`src/rtl/w_align_engine.sv`:
```
// AXI4 W-channel engine: realigns a packed FIFO byte stream to a destination
// byte offset and emits W beats in 4 KiB / max-AWLEN bursts, gated by AW credits.
//
// Ports:
//   i_clk, i_rst                      clock, synchronous active-high reset
//   i_start, i_start_addr, i_btt      command (sampled only when idle)
//   i_mode, i_pattern                 fill mode: 0 FIFO data, 1/3 zero, 2 pattern
//   i_aw_issued                       one AW burst address issued (credit +1)
//   o_busy, o_done, o_new_transaction status
//   o_wdata..o_wvalid, i_wready       AXI4 W channel (master)
//   i_fifo_data, i_fifo_empty,
//   o_fifo_read                       first-word-fall-through data FIFO read port
module w_align_engine #(
    parameter int AXI_DATA_WIDTH      = 64,
    parameter int AXI_MAX_AWLEN       = 255,
    parameter int INTERNAL_ADDR_WIDTH = 32,
    parameter int BTT_WIDTH           = 23,
    parameter int MAX_OUTSTANDING_AW  = 4,
    parameter int USE_AW_CREDIT       = 1
) (
    input  logic                           i_clk,
    input  logic                           i_rst,
    input  logic                           i_start,
    input  logic [INTERNAL_ADDR_WIDTH-1:0] i_start_addr,
    input  logic [BTT_WIDTH-1:0]           i_btt,
    input  logic [1:0]                     i_mode,
    input  logic [AXI_DATA_WIDTH-1:0]      i_pattern,
    input  logic                           i_aw_issued,
    output logic                           o_busy,
    output logic                           o_done,
    output logic                           o_new_transaction,
    output logic [AXI_DATA_WIDTH-1:0]      o_wdata,
    output logic [AXI_DATA_WIDTH/8-1:0]    o_wstrb,
    output logic                           o_wlast,
    output logic                           o_wvalid,
    input  logic                           i_wready,
    input  logic [AXI_DATA_WIDTH-1:0]      i_fifo_data,
    input  logic                           i_fifo_empty,
    output logic                           o_fifo_read
);
    localparam int BYTES = AXI_DATA_WIDTH / 8;
    localparam int LB    = $clog2(BYTES);
    localparam int CW    = BTT_WIDTH + 1;
    localparam int KB    = 4096 / BYTES;
    localparam int KLB   = $clog2(KB);
    localparam int BAW   = INTERNAL_ADDR_WIDTH - LB;
    localparam int CRW   = $clog2(MAX_OUTSTANDING_AW + 1);
    localparam logic [CW-1:0]    MAXB = CW'(AXI_MAX_AWLEN + 1);
    localparam logic [BYTES-1:0] ONES = '1;

    typedef enum logic [1:0] {S_IDLE, S_SETUP, S_SEND} state_t;

    state_t                    r_state, w_state_n;
    logic                      r_done, w_done_n;
    logic [LB-1:0]             r_off;
    logic [BYTES-1:0]          r_first_mask, r_last_mask;
    logic [1:0]                r_mode;
    logic [BAW-1:0]            r_baddr;
    logic [CW-1:0]             r_beats_left, r_words_left, r_burst_left;
    logic                      r_first;
    logic [AXI_DATA_WIDTH-1:0] r_res, r_wdata;
    logic [BYTES-1:0]          r_wstrb;
    logic                      r_wlast, r_wvalid;
    logic [CRW-1:0]            r_credit;

    logic [LB-1:0]             w_off, w_end;
    logic [CW-1:0]             w_to4k, w_min1, w_burst_len, w_load_left;
    logic                      w_hs, w_last_hs, w_credit_ok, w_go, w_dec;
    logic                      w_residue_beat, w_src_ok, w_load, w_read;
    logic [LB+2:0]             w_sh;
    logic [AXI_DATA_WIDTH-1:0] w_word, w_shifted, w_beat_data;
    logic [BYTES-1:0]          w_beat_strb;

    assign w_off = i_start_addr[LB-1:0];
    assign w_end = w_off + i_btt[LB-1:0];

    assign w_hs      = r_wvalid & i_wready;
    assign w_last_hs = w_hs & r_wlast;

    // Burst length mirrors the AW engine's split rule.
    assign w_to4k      = CW'(KB) - CW'(r_baddr[KLB-1:0]);
    assign w_min1      = (r_beats_left < MAXB) ? r_beats_left : MAXB;
    assign w_burst_len = (w_min1 < w_to4k) ? w_min1 : w_to4k;

    assign w_credit_ok = (USE_AW_CREDIT == 0) || (r_credit != '0);
    assign w_go        = (r_state == S_SETUP) && w_credit_ok;
    assign w_dec       = w_go && (USE_AW_CREDIT != 0);

    // The first beat of a burst is loaded in the SETUP->SEND cycle itself.
    assign w_load_left    = (r_state == S_SETUP) ? w_burst_len : r_burst_left;
    assign w_residue_beat = (r_words_left == '0);
    assign w_src_ok       = (r_mode != 2'd0) || !i_fifo_empty || w_residue_beat;
    assign w_load = !i_rst && (w_go || r_state == S_SEND)
                    && (w_load_left != '0) && (!r_wvalid || i_wready)
                    && w_src_ok;
    assign w_read = w_load && (r_mode == 2'd0) && !w_residue_beat;

    assign w_word = w_residue_beat ? '0 : i_fifo_data;
    assign w_sh   = {r_off, 3'b000};

    always_comb begin
        w_shifted = w_word;
        if (r_off != '0)
            w_shifted = (w_word << w_sh)
                      | (r_res >> (AXI_DATA_WIDTH - int'(w_sh)));
    end

    always_comb begin
        w_beat_data = '0;
        unique case (r_mode)
            2'd0:    w_beat_data = w_shifted;
            2'd2:    w_beat_data = i_pattern;
            default: w_beat_data = '0;
        endcase
    end

    assign w_beat_strb = (r_first ? r_first_mask : ONES)
                       & ((r_beats_left == CW'(1)) ? r_last_mask : ONES);

    always_ff @(posedge i_clk) begin
        if (i_rst) begin
            r_state <= S_IDLE;
            r_done  <= 1'b0;
        end else begin
            r_state <= w_state_n;
            r_done  <= w_done_n;
        end
    end

    always_comb begin
        w_state_n = r_state;
        w_done_n  = 1'b0;
        unique case (r_state)
            S_IDLE: begin
                if (i_start) begin
                    if (i_btt != '0) w_state_n = S_SETUP;
                    else             w_done_n  = 1'b1;
                end
            end
            S_SETUP: begin
                if (w_credit_ok) w_state_n = S_SEND;
            end
            S_SEND: begin
                if (w_last_hs) begin
                    if (r_beats_left != '0) begin
                        w_state_n = S_SETUP;
                    end else begin
                        w_state_n = S_IDLE;
                        w_done_n  = 1'b1;
                    end
                end
            end
            default: w_state_n = S_IDLE;
        endcase
    end

    always_ff @(posedge i_clk) begin
        if (i_rst) begin
            r_off        <= '0;
            r_first_mask <= '0;
            r_last_mask  <= '0;
            r_mode       <= '0;
            r_baddr      <= '0;
            r_beats_left <= '0;
            r_words_left <= '0;
            r_burst_left <= '0;
            r_first      <= 1'b0;
            r_res        <= '0;
            r_wdata      <= '0;
            r_wstrb      <= '0;
            r_wlast      <= 1'b0;
            r_wvalid     <= 1'b0;
            r_credit     <= '0;
        end else begin
            if (i_aw_issued && !w_dec && r_credit < CRW'(MAX_OUTSTANDING_AW))
                r_credit <= r_credit + CRW'(1);
            else if (w_dec && !i_aw_issued && r_credit != '0)
                r_credit <= r_credit - CRW'(1);

            if (r_state == S_IDLE && i_start) begin
                r_off        <= w_off;
                r_first_mask <= ONES << w_off;
                r_last_mask  <= (w_end == '0) ? ONES : ~(ONES << w_end);
                r_mode       <= (i_mode == 2'd3) ? 2'd1 : i_mode;
                r_baddr      <= i_start_addr[INTERNAL_ADDR_WIDTH-1:LB];
                r_beats_left <= (CW'(i_btt) + CW'(w_off) + CW'(BYTES - 1)) >> LB;
                r_words_left <= (CW'(i_btt) + CW'(BYTES - 1)) >> LB;
                r_first      <= 1'b1;
                r_res        <= '0;
            end

            if (w_go)
                r_baddr <= r_baddr + BAW'(w_burst_len);
            if (w_go || w_load)
                r_burst_left <= w_load_left - CW'(w_load);

            if (w_load) begin
                r_beats_left <= r_beats_left - CW'(1);
                r_first      <= 1'b0;
                r_wdata      <= w_beat_data;
                r_wstrb      <= w_beat_strb;
                r_wlast      <= (w_load_left == CW'(1));
                r_wvalid     <= 1'b1;
                if (w_read) begin
                    r_words_left <= r_words_left - CW'(1);
                    r_res        <= i_fifo_data;
                end
            end else if (w_hs) begin
                r_wvalid <= 1'b0;
            end
        end
    end

    assign o_busy            = (r_state != S_IDLE);
    assign o_done            = r_done;
    assign o_new_transaction = w_last_hs & ~i_rst;
    assign o_wdata           = r_wdata;
    assign o_wstrb           = r_wstrb;
    assign o_wlast           = r_wlast;
    assign o_wvalid          = r_wvalid;
    assign o_fifo_read       = w_read;
endmodule

```
`config.mk`:
```
export PLATFORM = sky130hd
export DESIGN_NAME = w_align_engine
export DESIGN_NICKNAME = d
export VERILOG_FILES = /design/src/rtl/w_align_engine.sv
export SDC_FILE = /design/constraint.sdc
export NUM_CORES = 1
export LEC_CHECK = 0
export CAP_MARGIN = 10
export CORE_MARGIN = 3
export CORE_UTILIZATION = 59
export CTS_CLUSTER_DIAMETER = 40
export DETAILED_ROUTE_END_ITERATION = 8
export DONT_BUFFER_PORTS = 1
export PLACE_DENSITY = 0.76
export SLEW_MARGIN = 5
export SYNTH_ARGS = -nofsm -noshare
export SYNTH_HDL_FRONTEND = slang
export SYNTH_SLANG_ARGS = --single-unit
```
`constraint.sdc`:
```
create_clock -name i_clk -period 6.35 [get_ports i_clk]
set_clock_uncertainty 0.1 [all_clocks]
set_input_delay 1.27 -clock i_clk [delete_from_list [all_inputs] [get_ports i_clk]]
set_output_delay 1.27 -clock i_clk [all_outputs]
set_load 0.01 [all_outputs]
```
==> impl_metrics.py, run 1 <==
metrics = {
    "status": {
        "status": "completed",
    },
    "cts": {
        "path_clk_slew_ns": 0.05,
        "cts_buffer_depth": 3,
        "clockRootBuffer": "clkbuf_16",
        "cts_tree": "done",
        "clock_sinks": 246,
        "cts_buffers": 41,
        "insertion_delay_ns": 0.55,
        "postCtsHoldBufs": 0,
        "cts_max_level": 2,
    },
    "synth": {
        "synth_cell_types": 84,
        "synth.avg_cell_area_sq_um": 7.522,
        "synth_top_area_share_pct": 28.23,
        "ys_async_sr_fraction_pct": 0,
        "synth_flop_cell": "dfxtp_1",
        "synth_area_sq_um": 17440,
        "synth_edf_count": 0,
        "ys_warn_count": 0,
        "syn_inst": 2319,
        "ys_seq_area_share_pct": 28.23,
        "synth_largest_area_cell": "dfxtp_1",
        "synth_seq_cells": 246,
        "synth_area_leaders": "dfxtp_1 (28%), a21oi_1 (8.1%), nand2_1 (5.8%), mux4_2 (4.3%), nor2_1 (4.1%)",
        "synthesis.nets": 2547,
    },
    "floorplan": {
        "dieWidth_um": 177.9,
        "die_area_sq_um": 31660,
        "io_pins": 269,
        "start_util_pct": 60.28,
        "core-area_sq_um": 28940,
        "num_rows": 62,
        "die_h_um": 177.9,
    },
    "drt": {
        "wl_per_cell_um": 25.11,
        "firstDrtPassIters": 7,
        "wl_um": 65550,
        "drt_iter0_drc": 3199,
        "via_count": 18790,
        "vias_per_cell": 7.196,
        "ant_nets": 0,
        "drc": 0,
    },
    "critical_path": {
        "crit_arrival_ns": 4.71,
        "end_kind": "primary output",
        "cp_slowest_stage_delay_ns": 0.65,
        "start_kind": "register",
        "required_ns": 4.98,
        "rr_worst_depth": 20,
        "cp_max_fo": 21,
        "path_class": "reg2out",
        "path_cells": "or4_1 > or4_1 > ha_1 > a21oi_1 > o21ai_0 > a31oi_2 > a21o_2 > buf_4 > o32a_1 > nand4_4 > buf_4 > o21ai_4 > inv_2",
        "crit_slowest_cell": "or4_1",
    },
    "global_routing": {
        "track_usage_pct": 39.15,
        "antenna_found_initial": 7,
        "first_global_vias": 16680,
        "overflow": 0,
        "grt_max_degree": 228,
        "grt_pass1_wl_um": 98440,
    },
    "place": {
        "io_buffer_count": 0,
        "dp_cells": 2530,
        "post-dp-hpwl_um": 44810,
        "gp_congestion": 1.035,
    },
    "job": {
        "maxCapViolCount": 0,
    },
    "power_and_ir_drop": {
        "leakagePower_uw": 0.006411,
        "max-vdd-ir-drop_uv": 289.9,
        "power_density_nw_per_um2": 423.5,
    },
    "min_path": {
        "hp-class": "reg2reg",
        "hold_depth": 2,
    },
    "finish": {
        "fin_util_pct": 65.15,
        "final_cell_mix": "a21oi_1 (283), nand2_1 (271), dfxtp_1 (244)",
        "layout_commonest_cell": "a21oi_1",
        "layout-drive-gt1-share_pct": 9.451,
        "final_cells": 2611,
        "syn2layout_area_growth_pct": 8.077,
        "nets": 2418,
    },
    "sta": {
        "fmax_ghz": 0.1645,
        "holdWs_ns": 0.3577,
        "max_slew_margin_pct": 24.40,
        "setup_violations": 0,
        "tightest_slew_ns": 1.130,
        "fin_crit_ns": 6.080,
        "hold_violations": 0,
        "fin_crit_sh_pct": 95.75,
        "fin_tns_setup_ns": 0,
        "drv_slew": 0,
        "rsz0062_at_grt": "false",
    },
}
-- kinds of logic after synthesis --
logic type	after synthesis	synth area share, %
and+or+nand+nor	848	22.90
AOI/OAI and AO/OA	746	27.87
buffers and inverters	267	6.025
DFF	246	28.23
muxes	119	9.411
xor gates and xnor gates	55	2.762
adders and majority gates	37	2.783
other	1	0.02150
-- area by class of cell --
class	instances	area, sq um
fill	2555	10080
clock buffer	49	1096
antenna	5	12.51
sequential	246	4930
tap	384	480.5
clock inverter	26	285.3
timing repair buffer	40	300.3
inverter	55	207.7
multi-input combinational	1806	11540
-- metrics by stage --
step | total power, uW | cell area, sq um | setup slack [ns]
3_3_place_gp | 5512 | 17440 | 0.6496
5_1_grt | 8373 | 18850 | 0.04558
6_report | 7983 | 18850 | 0.2697
2_1_floorplan | 4657 | 17440 | 0.4600
3_5_place_dp | 5600 | 17440 | 0.5768
4_1_cts | 7849 | 18820 | 0.1412
-- critical path, delay by kind of cell, from the launching register on --
family	cells	cell delay, ns
adders and majority gates	1	0.35
AOI/OAI and AO/OA	6	1.43
and+or+nand+nor	3	1.39
buffers and inverters	3	0.59
DFF	1	0.37
-- per-layer routing --
layer | vias to the layer above | global-route usage, % | wire length, um
met5 | - | 0 | 41
met4 | 6 | 15.94 | 3030
met3 | 229 | 11.68 | 8635
met2 | 1289 | 57.79 | 28580
met1 | 8875 | 53.33 | 25270
li1 | 8391 | - | -
-- state kept, by name, summed over array words and instances, names as in the netlist --
register,count
o_done,1
o_wdata,64
o_wlast,1
o_wstrb,8
o_wvalid,1
r_baddr,9
r_beats_left,24
r_burst_left,24
r_credit,3
r_first,1
r_first_mask,7
r_last_mask,8
r_mode,2
r_off,3
r_res,64
r_state,2
r_words_left,24
-- synthesized netlist by cell type (12+ instances only) --
cell	n
or3_1	35
nor2b_1	23
a211oi_1	81
a31oi_1	32
or4_1	13
inv_1	51
clkbuf_1	158
and3_1	16
xnor2_1	34
nand2b_1	12
mux4_2	33
a221oi_1	53
nor3_1	96
nand4_1	12
dfxtp_1	246
mux2_2	20
nand3_1	113
buf_1	20
buf_2	33
ha_1	34
o211ai_1	17
a21oi_1	283
o311ai_0	19
a22oi_1	21
o22ai_1	26
xor2_1	21
o21ai_0	93
nor4_1	22
nand2_1	271
nor2_1	189
mux2i_1	65
-- path summary, 6_finish.rpt --
| check | from | to | slack, ns |
|---|---|---|---|
| setup / recovery | r_baddr[2] | o_fifo_read | 0.27 |
| setup reg to reg | r_beats_left[14] | r_burst_left[12] | 0.54 |
| hold reg to reg | r_burst_left[3] | r_burst_left[3] | 0.36 |
| hold / removal | r_burst_left[3] | r_burst_left[3] | 0.36 |
-- report_power, final --
part / leakage (uW) / switching, uW / total, uW / internal (uW)
Clock: 0.000663 / 873 / 2250 / 1380
Sequential: 0.00200 / 307 / 2100 / 1790
Combinational: 0.00375 / 2380 / 3630 / 1250
Total: 0.00641 / 3560 / 7980 / 4420
-- timing repair --
item,4_1_cts,5_1_grt
setup buffers,0,0
setup endpoints to repair,0,13
resized for setup,0,3
(Power assumes the default switching activity.)
==> inputs of run 2 (changes only) <==
--- a/config.mk
+++ b/config.mk
@@ -8,2 +8,3 @@
 export CAP_MARGIN = 10
+export CORE_ASPECT_RATIO = 2
 export CORE_MARGIN = 3
--- a/constraint.sdc
+++ b/constraint.sdc
@@ -4,2 +4,2 @@
 set_output_delay 1.27 -clock i_clk [all_outputs]
-set_load 0.01 [all_outputs]
+set_load 0.02 [all_outputs]
==> impl_metrics.py, run 2 (synthesis gave the netlist of run 1 again) <==
metrics = {
    "sta": {
        "fmax_ghz": 0.1615,
        "max_slew_margin_pct": 0.4646,
        "rsz0062_at_grt": "false",
        "hold_violations": 0,
        "fin_crit_ns": 6.191,
        "fin_tns_setup_ns": 0,
        "tightest_slew_ns": 1.493,
        "fin_crit_sh_pct": 97.50,
        "drv_slew": 0,
        "setup_violations": 0,
    },
    "finish": {
        "syn2layout_area_growth_pct": 5.667,
        "fillerInstances": 2721,
        "layout_commonest_cell": "a21oi_1",
        "final_area_sq_um": 18430,
        "final_cell_mix": "a21oi_1 (283), nand2_1 (271), dfxtp_1 (244)",
        "layout-drive-gt1-share_pct": 8.745,
        "nets": 2413,
        "multi_input_area_sq_um": 11540,
        "seqCellArea_sq_um": 4930,
        "fin_util_pct": 63.65,
    },
    "power_and_ir_drop": {
        "switching_power_uw": 3622,
        "max-vdd-ir-drop_uv": 268.2,
        "leakagePower_uw": 0.006236,
        "swShare_pct": 47.78,
        "p_clk_share_pct": 21.7,
        "sequentialPowerShare_pct": 28.8,
        "power_frac_comb_pct": 49.4,
        "power_density_nw_per_um2": 411.4,
        "p_int_uw": 3960,
        "finalPower_uw": 7582,
    },
    "critical_path": {
        "r2r-end": "r_beats_left[15]",
        "r2r-start": "r_baddr[2]",
        "path_class": "reg2out",
        "r2r_setup_slack_ns": 0.45,
        "cpLargestDelayFamily": "simple AND/OR/NAND/NOR gates",
        "cp_slowest_stage_delay_ns": 0.69,
        "crit_slowest_cell": "or4_1",
        "required_ns": 4.98,
        "worst_path_most_repeated_cell": "or4_1",
        "start_kind": "register",
        "crit_arrival_ns": 4.82,
        "path_cells": "or4_1 > or4_1 > ha_1 > a21oi_1 > o211ai_1 > a211oi_1 > a21o_2 > buf_4 > mux2i_4 > nand4_4 > o21ai_4 > inv_2",
        "cp.depth": 12,
        "end_kind": "primary output",
        "critPathBufInv": 2,
        "rr_worst_depth": 15,
        "cp_max_fo": 10,
    },
    "cts": {
        "cts_max_level": 1,
        "cts_buffers": 29,
        "clock_sinks": 246,
        "cts_buffer_depth": 3,
        "insertion_delay_ns": 0.57,
        "path_clk_slew_ns": 0.06,
        "cts_tree": "done",
        "clockRootBuffer": "clkbuf_16",
        "postCtsHoldBufs": 0,
    },
    "drt": {
        "vias_per_cell": 7.314,
        "drc": 0,
        "via_count": 18800,
        "drt_iter0_drc": 2117,
        "ant_nets": 0,
        "wl_per_cell_um": 28.89,
        "wl_um": 74250,
        "firstDrtPassIters": 7,
    },
    "floorplan": {
        "io_pins": 269,
        "start_util_pct": 60.24,
        "core-area_sq_um": 28960,
        "num_rows": 88,
        "dieWidth_um": 127.6,
        "die_h_um": 249.2,
        "die_area_sq_um": 31790,
    },
    "min_path": {
        "hp-class": "reg2reg",
        "hold_start": "r_last_mask[7]",
        "hold_depth": 2,
        "holdPathEnd": "r_last_mask[7]",
    },
    "global_routing": {
        "overflow": 0,
        "track_usage_pct": 44.71,
        "antenna_found_initial": 4,
        "grt_pass1_wl_um": 109700,
        "first_global_vias": 18270,
        "grt_max_degree": 228,
    },
    "place": {
        "post-dp-hpwl_um": 52470,
        "gp_congestion": 1.083,
        "io_buffer_count": 0,
        "placed_area_sq_um": 17480,
    },
    "status": {
        "status": "completed",
    },
    "job": {
        "maxCapViolCount": 0,
    },
}
-- run 2: per-layer routing --
layer / track usage (%) / up-vias / routed length, um
met5: 0 / - / 0
met4: 41.77 / 0 / 8935
met3: 11.33 / 391 / 6720
met2: 75.61 / 1116 / 35920
met1: 43.13 / 8921 / 22680
li1: - / 8369 / -
-- run 2: stage by stage --
| stage | instances | hold WS [ns] | setup WS [ns] |
|---|---|---|---|
| finish | 2570 | 0.3655 | 0.1590 |
| global route | 2568 | 0.3882 | 0.05016 |
| CTS | 2567 | 0.3569 | 0.1287 |
| detailed placement | 2514 | 0.3488 | 0.5137 |
| global placement | 2514 | 0.3402 | 0.5885 |
| floorplan | 2319 | 0.3356 | 0.4600 |
-- run 2: worst max-delay path by stage --
stage          startpoint               end  slack [ns]
5_1_grt        r_baddr[2]       o_fifo_read        0.05
3_5_place_dp   r_baddr[2]  r_beats_left[15]        0.51
3_3_place_gp   r_baddr[2]   r_beats_left[0]        0.59
2_1_floorplan  r_baddr[2]  r_burst_left[12]        0.46
4_1_cts        r_baddr[2]       o_fifo_read        0.13
6_report       r_baddr[2]       o_fifo_read        0.16
-- run 2: worst reg2reg max path, stage by stage (launching register included) --
cell and delay (ns):
dfxtp_1 0.40, or4_1 0.70, or4_1 0.60, ha_1 0.35, a21oi_1 0.24, o211ai_1 0.13, a211oi_1 0.35, a21o_2 0.31
buf_4 0.23, mux2i_4 0.36, nand4_4 0.25, o21ai_4 0.20, buf_4 0.54, buf_4 0.60, o311ai_0 0.25, a31oi_1 0.22
-- run 2: timing repair --
item / CTS / global route
buffers inserted: 0 / 0
gates resized for setup: 0 / 2
endpoints found under the setup margin: 0 / 1
-- run 2: layout make-up --
type	instances	area share, %
antenna	3	0.04073
clock buffer	38	4.283
clock inverter	15	0.7875
inverter	55	1.127
multi-input combinational	1806	62.59
sequential	246	26.75
tap	360	2.444
timing repair buffer	47	1.982
-- run 2: power groups by stage --
stage,Sequential [uW],Combinational (uW),Clock [uW]
final,2190,3750,1650
after CTS,2170,3630,1660
after global placement,2190,3540,0
after global routing,2200,4010,1710
after floorplan,2090,2640,0
after detailed placement,2200,3610,0
